--- src/rtl/bmu_seq_unit.sv ---
// bmu_seq_unit: iterative CLMUL/CLMULH/CLMULR/CLZ/CPOP/CTZ, STEP bits per cycle; ports clk, rst(async), start/option/rs1/rs2 in, busy/done/result out
module bmu_seq_unit #(
  parameter int STEP = 1
) (
  input  logic        clk,
  input  logic        rst,
  input  logic        start,
  input  logic [4:0]  option,
  input  logic [31:0] rs1,
  input  logic [31:0] rs2,
  output logic        busy,
  output logic        done,
  output logic [31:0] result
);
  localparam int N = 32 / STEP;
  localparam int CW = $clog2(N) + 1;
  typedef enum logic [1:0] {IDLE, RUN, DONE} state_t;
  state_t state, state_n;
  logic [4:0] op;
  logic [63:0] m, acc, acc_n;
  logic [31:0] sb, res_n;
  logic [5:0] cnt, cnt_n;
  logic fnd, fnd_n, bt, is_clm, accept, last;
  logic [CW-1:0] k;
  assign is_clm = op == 5'd1 || op == 5'd2 || op == 5'd3;
  assign accept = start && state != RUN;
  assign last = k == CW'(N - 1);
  assign busy = state == RUN;
  assign done = state == DONE;
  always_comb begin
    state_n = accept ? RUN : state == RUN ? (last ? DONE : RUN) : IDLE;
  end
  always_comb begin
    acc_n = acc;
    cnt_n = cnt;
    fnd_n = fnd;
    bt = 1'b0;
    for (int j = 0; j < STEP; j++) begin
      bt = op == 5'd4 ? m[31-j] : sb[j];
      acc_n = (is_clm && sb[j]) ? acc_n ^ (m << j) : acc_n;
      cnt_n = cnt_n + 6'(op == 5'd5 ? sb[j] : (op == 5'd4 || op == 5'd6) && !fnd_n && !bt);
      fnd_n = fnd_n | bt;
    end
    res_n = op == 5'd1 ? acc_n[31:0] :
            op == 5'd2 ? acc_n[63:32] :
            op == 5'd3 ? acc_n[62:31] :
            (op == 5'd4 || op == 5'd5 || op == 5'd6) ? {26'd0, cnt_n} : 32'd0;
  end
  always_ff @(posedge clk or posedge rst) begin
    if (rst) begin
      state <= IDLE;
      op <= '0;
      m <= '0;
      sb <= '0;
      acc <= '0;
      cnt <= '0;
      fnd <= 1'b0;
      k <= '0;
      result <= '0;
    end else begin
      state <= state_n;
      if (accept) begin
        op <= option;
        m <= {32'd0, rs1};
        sb <= (option == 5'd1 || option == 5'd2 || option == 5'd3) ? rs2 : rs1;
        acc <= '0;
        cnt <= '0;
        fnd <= 1'b0;
        k <= '0;
      end else if (state == RUN) begin
        acc <= acc_n;
        cnt <= cnt_n;
        fnd <= fnd_n;
        m <= m << STEP;
        sb <= sb >> STEP;
        k <= k + 1'b1;
        if (last) result <= res_n;
      end
    end
  end
endmodule

--- config.mk ---
export PLATFORM = sky130hd
export DESIGN_NAME = bmu_seq_unit
export DESIGN_NICKNAME = d
export VERILOG_FILES = /design/src/rtl/bmu_seq_unit.sv
export SDC_FILE = /design/constraint.sdc
export NUM_CORES = 1
export LEC_CHECK = 0
export ABC_CLOCK_PERIOD_IN_PS = 6900
export CAP_MARGIN = 20
export CORE_UTILIZATION = 23
export DETAILED_ROUTE_END_ITERATION = 6
export SYNTH_ARGS = -nofsm -noshare
export SYNTH_HDL_FRONTEND = slang
export SYNTH_SLANG_ARGS = --single-unit
export TNS_END_PERCENT = 5
--- constraint.sdc ---
create_clock -name clk -period 6.9 [get_ports clk]
set_input_delay 1.38 -clock clk [delete_from_list [all_inputs] [get_ports clk]]
set_output_delay 1.38 -clock clk [all_outputs]
set_load 0.02 [all_outputs]
Word level (Yosys, flattened, before mapping)
Index checks and enable logic that the tools add are counted.
- bits in registers: 212
- bits in latches: 0
- RAM bits: 0
- ROM bits: 0
- output and inout port bits: 34
- logic and storage cells: 65
- memories: 0
- add/sub/neg operators: 2
- multipliers: 0
- div/mod/pow operators: 0
- magnitude comparators: 0
- eq/ne operators: 13
- shifts and indexed selects: 0
- multiplexer cells: 23
- bitwise operators: 3
- reductions and logical operators: 15
- operators with widths (operator ; number):
    $mux W64 ; 5
    $mux W32 ; 6
    $xor A64 B64 Y64 ; 1
    $mux W6 ; 5
    $eq A5 B2 Y1 const B ; 4
    $eq A5 B3 Y1 const B ; 3
    $eq A5 B1 Y1 const B ; 2
    $logic_or A1 B1 Y1 ; 7
    $add A6 B1 Y6 ; 1
    $add A6 B1 Y6 const B ; 1
    $eq A6 B5 Y1 const B ; 1
    $mux W2 ; 3
    $logic_and A1 B1 Y1 ; 4
    $mux W1 ; 4
    $reduce_and A3 Y1 ; 1
    $eq A2 B1 Y1 const B ; 1
    $eq A2 B2 Y1 const B ; 1
    $logic_not A1 Y1 ; 2
    $ne A2 B1 Y1 const B ; 1
    $reduce_bool A2 Y1 ; 1
    $not A1 Y1 ; 1
    $or A1 B1 Y1 ; 1

Longest topological paths before layout
- word-level depth: 10
- gate-level depth with buffers: 13
- gate-level depth less buffers: 12

Worst setup path after synthesis
OpenSTA, ideal clock, no wires.
- kind: register to output
- start: register state[1]
- end: output busy
- data arrival time: 1360 ps
- required time: 5520 ps
- path slack: 4160 ps
- stages on the path, launching flop included: 6
- path buffers: 3
- path through: dfrtp_1 -> nand2b_4 -> buf_6 -> inv_1 -> clkbuf_1 -> clkbuf_1
- longest elaborated chain between the ends: 1
- RTL lines (what ; RTL line ; RTL):
    start, declared ; 18 ; state_t state, state_n;
    start signal, assigned ; 61 ; state <= state_n;
    $eq A2 B1 Y1 ; 28 ; assign busy = state == RUN;
    end, declared ; 11 ; output logic busy,
Every way passes these cells.

Final worst setup path
Ends and elaborated chain as after synthesis.

==> impl_metrics.json <==
{
  "synth_commonest_cells": "nand2_1, dfrtp_1, o21ai_0",
  "post-cts-setup-buffer-count": 0,
  "rr_worst_depth": 6,
  "antennaDiodeCount": 0,
  "cts_tree": "built",
  "die_x_um": 227,
  "timing.fmax_mhz": 258,
  "drv_slew": 0,
  "drt-pass1-iter-count": 5,
  "vdd.ir_drop.worst_v": 0.000179,
  "io_buffers": 105,
  "yosys.area.top_type": "dfrtp_1",
  "cts.clk_slew.worst_paths_ps": 60,
  "clockBufferDepth": 3,
  "synth_nets": 1393,
  "fin_setup_tns_ps": 0,
  "wl_per_cell_um": 16.1,
  "place.gp.congestion": 0.769,
  "routed_wirelength_um": 32800,
  "hpwl_um": 20200,
  "syn2layout_area_growth_pct": 20.5,
  "core-area_um2": 50100,
  "drt_iter0_markers": 737,
  "start_util": 0.233,
  "ys.flop_type": "dfrtp_1",
  "rrSetupSlack_ps": 3990,
  "holdPathStages": 1,
  "grt_first_pass_wirelength_um": 53500,
  "cp_data_required_time_ps": 5520,
  "rows": 82,
  "synth_warnings": 0,
  "period_needed_ps": 3870,
  "nNetsFinal": 1427,
  "drtAntennaViolNets": 0,
  "drive_gt1_frac": 0.0811,
  "cts_root_buf": "clkbuf_16",
  "avgSynthCellArea_um2": 8.84,
  "power.density_nw_per_um2": 377,
  "clkSinkCount": 212,
  "min_path_type": "reg -> reg",
  "post-route-period-util": 0.561,
  "fin_hold_ws_ps": 473,
  "antenna_found_initial": 0,
  "grt_max_degree": 205,
  "ys_top_cells_by_area": "dfrtp_1, nand2_1, o21ai_0",
  "ctsResizeCount": 0,
  "drv_cap": 0,
  "grt.total_usage": 0.128,
  "vias": 9834,
  "synth.most_common_cell": "nand2_1",
  "die_area_um2": 51600,
  "setup_viol": 0,
  "grt_pass1_vias": 9640,
  "htreeDepth": 1,
  "worst_pin_slew_ps": 1000,
  "yosysSeqAreaShare": 0.455,
  "end_kind": "output pin",
  "syn_area_um2": 11700,
  "worstSetupPathType": "reg -> out",
  "power_leakage_nw": 5.76,
  "synth_cell_types": 51,
  "rsz0062_at_grt": "no",
  "report.final.hold_viol_count": 0,
  "die_y_um": 227,
  "cp_max_fo": 76,
  "pin_count": 106,
  "skew_ps": 11.4,
  "vias_per_cell": 4.82,
  "drc": 0,
  "clk_latency_ps": 530,
  "syn_inst": 1318,
  "synth_seq_cells": 212,
  "yosysTopAreaCellShare": 0.455,
  "arrival_ps": 2490,
  "grt-ovfl-total": 0,
  "cts_hold_buffers": 0,
  "cts_buffers": 24,
  "status": "complete, no violations",
  "relSlewSlack": 0.332,
  "synth-edff-count": 0,
  "postSynth.asyncResetShare": 1.00,
  "start_kind": "register"
}
final timing paths:
path                                  end  startpoint
min in group asynchronous           m[52]         rst
worst max register to register  result[0]       op[2]
max in group asynchronous          sb[24]         rst
worst min register to register     sb[16]      sb[17]
worst min-delay path               sb[16]      sb[17]
worst max-delay path                 busy    state[1]
sequential cells by signal (all words and copies together) (netlist names):
name / flops
state: 2
op: 5
cnt: 6
result: 32
sb: 32
m: 64
acc: 64
fnd: 1
k: 6
where the power goes:
group / internal (mW) / switching (mW)
Clock: 0.799 / 0.535
Combinational: 0.664 / 1.13
Sequential: 1.71 / 0.453
cell families (layout without fill, tap and decap cells):
group                      after synthesis  count (layout)  synth area share
AOI/OAI and AO/OA                      385             385             0.210
xor gates and xnor gates                69              69            0.0519
adders and majority gates                3               3           0.00322
buffers and inverters                  118             169            0.0480
DFF                                    212             212             0.455
muxes                                   38              38            0.0332
and+or+nand+nor                        493             493             0.198
area by class of cell:
type / instances / area, µm²
clock inverter: 9 / 103
multi-input combinational: 988 / 5820
tap: 672 / 841
clock buffer: 34 / 719
sequential: 212 / 5310
fill: 5354 / 36000
timing repair buffer: 120 / 1210
inverter: 6 / 33.8
placed cells by master, fill, tap and decap left out, drive strengths merged, types with 2 or more instances in the layout:
master	count
inv	4
or4	2
and3	3
nor2	75
clkdlybuf4s50	104
and2	3
a2bb2oi	3
o21ai	171
o211a	2
clkinvlp	4
nand2	297
a22oi	24
mux2	5
buf	16
a31oi	34
ha	3
o211ai	3
o22ai	3
clkbuf	34
bufinv	2
a211oi	2
o31ai	63
dfrtp	212
mux2i	33
clkinv	5
a221oi	5
nor3	61
a21o	31
nand3	6
xnor2	32
xor2	37
a21oi	16
nor2b	4
o22a	23
nand3b	36
metrics by stage:
step                power [mW]  cell area, µm²  cells  worst slack [ps]  utilization
floorplan                 3.39           11700   1318              2760            -
global placement          3.92           13200   1996              3100        0.263
detailed placement        3.98           13200   1996              3020        0.263
CTS                       5.34           14000   2039              3020        0.280
global route              5.66           14000   2041              2920        0.280
finish                    5.30           14000   2041              3030        0.280
worst max-delay path: stages, from the launching register on:
cell and delay (ps):
dfrtp_1 370, nand2b_4 180, inv_4 600, clkdlybuf4s50_1 770
per-layer routing:
metal / vias up / GRT usage / share of wire
met3: 47 / 0.0169 / 0.048
met4: 0 / 0.0388 / 0.021
met1: 4847 / 0.180 / 0.48
met5: - / 0 / 0
li1: 4676 / - / -
met2: 264 / 0.203 / 0.45
Power figures use the tool's default switching activity.
==> variant 1 (config.mk and constraints unchanged) <==
Register the input `rs2` before use. The logic sees it one clock later. The other inputs are not delayed to match. Comments in the files are not updated.
--- a/src/rtl/bmu_seq_unit.sv
+++ b/src/rtl/bmu_seq_unit.sv
@@ -15,6 +15,13 @@
   localparam int N = 32 / STEP;
   localparam int CW = $clog2(N) + 1;
   typedef enum logic [1:0] {IDLE, RUN, DONE} state_t;
+
+  logic [31:0] rs2_q;
+
+  always_ff @(posedge clk) begin
+    rs2_q <= rs2;
+  end
+
   state_t state, state_n;
   logic [4:0] op;
   logic [63:0] m, acc, acc_n;
@@ -62,7 +69,7 @@
       if (accept) begin
         op <= option;
         m <= {32'd0, rs1};
-        sb <= (option == 5'd1 || option == 5'd2 || option == 5'd3) ? rs2 : rs1;
+        sb <= (option == 5'd1 || option == 5'd2 || option == 5'd3) ? rs2_q : rs1;
         acc <= '0;
         cnt <= '0;
         fnd <= 1'b0;
Function: no difference found for any inputs over 10 cycles, from zero or initial values and one cycle with rst high; that may be too few to reach the edited logic, so the function may still have changed.
==> variant 1 against the original RTL <==
  * Register-to-register slack got worse by 0.18 ns
  * Final area rose by 6.6%
  * Sequential power is 13% higher
  * Maximum frequency down 11%
  * Largest power group unchanged
  * Non-clock buffer count is 2 higher
  * Setup slack got worse by 0.47 ns
  * Sequential cell count increased by 32
  * Synthesized cell count rose by 5.1%
  * Routed wire length rose by 10%
  * Combinational power rose by 9%
  * Total power rose by 9.8%
  * Synthesized area rose by 8.2%
==> variant 1: results (changes against the original RTL) <==
[status]
outcome=finished, final reports clean

[global_route]
grt_pass1_vias=10300  ; +6.4%
grt_usage_pct=12.7  ; -0.14 points
grt_util_met3_pct=2.15  ; +0.46 points
use_met1_pct=17.6  ; -0.42 points
grt_first_pass_wirelength_um=58000  ; +8.5%
grt_max_degree=110  ; -46%

[logic_synthesis]
async_flop_share_pct=86.9  ; -13 points
synth_cell_types=63  ; +24%
ys_seq_area_share_pct=47.1  ; +1.6 points
yosys-top-cells-area=dfrtp_1 (42%), o21ai_0 (8.9%), a31oi_1 (5.9%), dfxtp_1 (5.1%), nand2_1 (4.6%)
yosys_warnings=0  ; unchanged
syn_nets=1460  ; +4.8%
synthCells=1385  ; +5.1%
yosys-top-cells-count=o21ai_0 (225), dfrtp_1 (212), nand2_1 (154)

[layout]
insertedDiodeCount=0  ; unchanged
multi_input_area_share_pct=40.1  ; -1.4 points
fill_cells=5702  ; +6.5%
nonClkBufAreaFrac_pct=7.94  ; -0.70 points
final-clk-cell-share_pct=5.73  ; -0.12 points
n_all_buffers=122  ; +1.7%
clkbuf_count=42  ; +24%
inv_count=25  ; +19
seqCellArea_um2=5950  ; +12%
drive_above_1_share_pct=7.87  ; -0.24 points

[worst_setup_path]
path_max_fanout=82  ; +7.9%
cpPeakStageDelay_ns=0.79  ; +0.02 ns
r2r_slack_ns=3.81  ; -0.18 ns
r2r_cells=4  ; -2
worstReg2RegStart=state[1]$_DFF_PP0_
cp-endpoint=busy
worstPathArrival_ns=2.96  ; +0.47 ns
cp_slowest_cell=inv_4

[worst_hold_path]
hold_path_end=acc[41]$_DFFE_PP0P_
min_from=acc[41]$_DFFE_PP0P_

[place]
dp_cells=2074  ; +3.9%
port_buffers=105  ; unchanged
gp_congestion=0.764  ; -0.61%
dpl.hpwl_um=23100  ; +14%
pre_cts_ws_ns=3.06  ; +0.0448 ns

[timing]
skew_ns=0.0170  ; +0.00552 ns
setup_ws_ns=2.56  ; -0.470 ns
tightest_slew_ns=1.04  ; +0.0386 ns
holdWs_ns=0.465  ; -0.00878 ns

[detailed_routing]
drt_iter0_drc=900  ; +22%
met2WireLength_um=16600  ; +12%
dr_wl_met3_um=2660  ; +67%
wirelength_met1_um=16200  ; +3.9%
viasPerCell=5.06  ; +4.9%
wirelength_um=36100  ; +10%
first_pass_iters=6  ; +1
vias=10700  ; +9.0%

[power]
peakVddDrop_mv=0.280  ; +56%
p_sw_mw=2.29  ; +8.1%
p_leak_nw=6.15  ; +6.8%

[cts]
clock_sinks=244  ; +15%
cts_max_level=1  ; unchanged
cts_buffers=25  ; +4.2%
path_clk_slew_ns=0.06  ; about the same

[die]
fp.dieArea_um2=55800  ; +8.1%

variant 1: power by group through the flow:
| stage | Clock, mW | Sequential [mW] | Combinational (mW) |
|---|---|---|---|
| finish | 1.40 | 2.46 | 1.96 |
| global route | 1.48 | 2.55 | 2.18 |
| CTS | 1.43 | 2.46 | 1.97 |
| detailed placement | 0 | 2.49 | 1.96 |
| global placement | 0 | 2.46 | 1.92 |
| floorplan | 0 | 2.41 | 1.32 |
variant 1: stage by stage:
step	total power [mW]	cell area (um^2)
finish	5.82	15000
global route	6.22	15000
CTS	5.87	14900
detailed placement	4.45	14100
global placement	4.38	14100
floorplan	3.72	12600
variant 1: cells by family after synthesis:
kind of cell	after synthesis	synth area share, %
adder cells (fa/ha/maj)	3	0.298
AND/OR/NAND/NOR	386	16.1
AO/OA/AOI/OAI	526	25.6
multiplexers	38	3.07
buffers and inverters	153	5.43
flip-flops	244	47.1
XOR/XNOR	35	2.43
==> variant 2 (same settings) <==
Without the edit above. Reset style: synchronous (`rst`), changed in one clocked block. Comments in the files are not updated.
--- a/src/rtl/bmu_seq_unit.sv
+++ b/src/rtl/bmu_seq_unit.sv
@@ -46,7 +46,7 @@
             op == 5'd3 ? acc_n[62:31] :
             (op == 5'd4 || op == 5'd5 || op == 5'd6) ? {26'd0, cnt_n} : 32'd0;
   end
-  always_ff @(posedge clk or posedge rst) begin
+  always_ff @(posedge clk) begin
     if (rst) begin
       state <= IDLE;
       op <= '0;
Behaviour: differs if rst is asserted again (counterexample within 4 cycles, from zero or initial values and one cycle with rst high); with rst held inactive, the same outputs for 4 cycles.
==> variant 2 against the original RTL <==
  * Maximum frequency rose by 14%
  * Routed wire length is 17% lower
  * Global-route usage decreased by 0.75 points
  * Largest cell class unchanged
  * Setup slack improved by 0.47 ns
  * Non-clock buffer count down 2
  * Final area shrank 11%
  * Synthesized area down 12%
  * Sequential cell count is the same
Power is not compared: it rests on default switching activity, and its combinational part moved more than twofold at a synthesized area within 25%.
==> variant 2: results (changes against the original RTL) <==
[logic_synthesis]
synth_compound_area_share_pct=16.6  ; -4.4 points
avgSynthCellArea_um2=8.53  ; -3.5%
async_flop_share_pct=0  ; -100 points
yosys-top-cells-area=dfxtp_1 (41%), xor2_1 (8.8%), nand2_1 (7.6%), mux2i_1 (6.4%), nor2_1 (6.1%)
synth_cell_types=48  ; -5.9%
yosys.area_share.adder_pct=0.367  ; +0.045 points
synthMuxAreaShare_pct=6.47  ; +3.2 points
yosys-top-cells-count=dfxtp_1 (212), nand2_1 (207), nor2_1 (167)
ys_seq_area_share_pct=41.5  ; -4.0 points
yosys.area_share.xor_xnor_pct=11.9  ; +6.7 points

[detailed_routing]
dr_wl_met3_um=1690  ; +6.4%
wl_per_cell_um=14.8  ; -8.1%
met2WireLength_um=12900  ; -14%
drt_iter0_drc=547  ; -26%
wirelength_met1_um=12000  ; -23%

[global_route]
grt_util_met3_pct=2.78  ; +1.1 points
grt_first_pass_wirelength_um=44100  ; -18%
grt_max_degree=84  ; -59%
use_met1_pct=14.9  ; -3.1 points
global_route.usage.met2_pct=20.4  ; +0.14 points
grt_pass1_vias=8330  ; -14%

[worst_hold_path]
hold_path_end=sb[27]$_SDFFE_PP0P_
min_from=sb[28]$_SDFFE_PP0P_

[place]
dpl.hpwl_um=18200  ; -10%
gp_congestion=0.820  ; +6.7%
placed_area_um2=11700  ; -11%

[cts]
cts_buffers=22  ; -8.3%
clock_latency_ns=0.50  ; -0.03 ns

[status]
outcome=finished, final reports clean

[layout]
drive_above_1_share_pct=6.36  ; -1.7 points
instances_no_fill=1843  ; -9.7%
fill_cells=4597  ; -14%
final_nets=1320  ; -7.5%

[timing]
max_slew_margin_pct=26.2  ; -7.1 points
skew_ns=0.0106  ; -0.000864 ns
holdWs_ns=0.453  ; -0.0208 ns

[worst_setup_path]
worstPathArrival_ns=2.03  ; -0.46 ns
r2r_end=result[8]$_SDFFE_PP0P_
r2r_slack_ns=3.76  ; -0.23 ns
path_max_fanout=38  ; -50%
worstReg2RegStart=op[0]$_SDFFE_PP0P_

## variant 2: worst max path at each step
| stage | start | to | slack [ns] |
|---|---|---|---|
| after floorplan | option[4] | sb[10]$_SDFFE_PP0P_ | 4.28 |
| after global placement | option[4] | sb[13]$_SDFFE_PP0P_ | 3.49 |
| after detailed placement | start | acc[61]$_SDFFE_PP0P_ | 3.48 |
| after CTS | state[1]$_SDFF_PP0_ | busy | 3.43 |
| after global routing | state[1]$_SDFF_PP0_ | busy | 3.36 |
| final | state[1]$_SDFF_PP0_ | busy | 3.49 |
## variant 2: power by group through the flow
| stage | Clock (mW) | Sequential [mW] | Combinational [mW] |
|---|---|---|---|
| floorplan | 0 | 1.31 | 0.164 |
| global route | 1.33 | 1.30 | 0.268 |
| CTS | 1.28 | 1.29 | 0.244 |
| global placement | 0 | 1.32 | 0.240 |
| finish | 1.25 | 1.29 | 0.241 |
| detailed placement | 0 | 1.32 | 0.243 |
## variant 2: cell type report
class / instances / area [um^2] / area share [%]
clock inverter: 6 / 108 / 0.865
clock buffer: 31 / 646 / 5.19
sequential: 212 / 4240 / 34.1
inverter: 7 / 27.5 / 0.221
multi-input combinational: 884 / 5550 / 44.6
timing repair buffer: 118 / 1140 / 9.19
tap: 585 / 732 / 5.88
## variant 2: kinds of logic (layout without fill, tap and decap cells)
kind of cell / Yosys count / after routing
simple gates: 453 / 453
compound gates: 223 / 223
flops: 212 / 212
xor+xnor: 139 / 139
buf+inv: 103 / 162
mux: 66 / 66
fa+ha+maj: 3 / 3
## variant 2: worst max-delay path, stage by stage, from the launching register on
cell and delay, ns:
dfxtp_1 0.35, nand2b_4 0.43, clkinv_2 0.16, clkdlybuf4s50_1 0.58
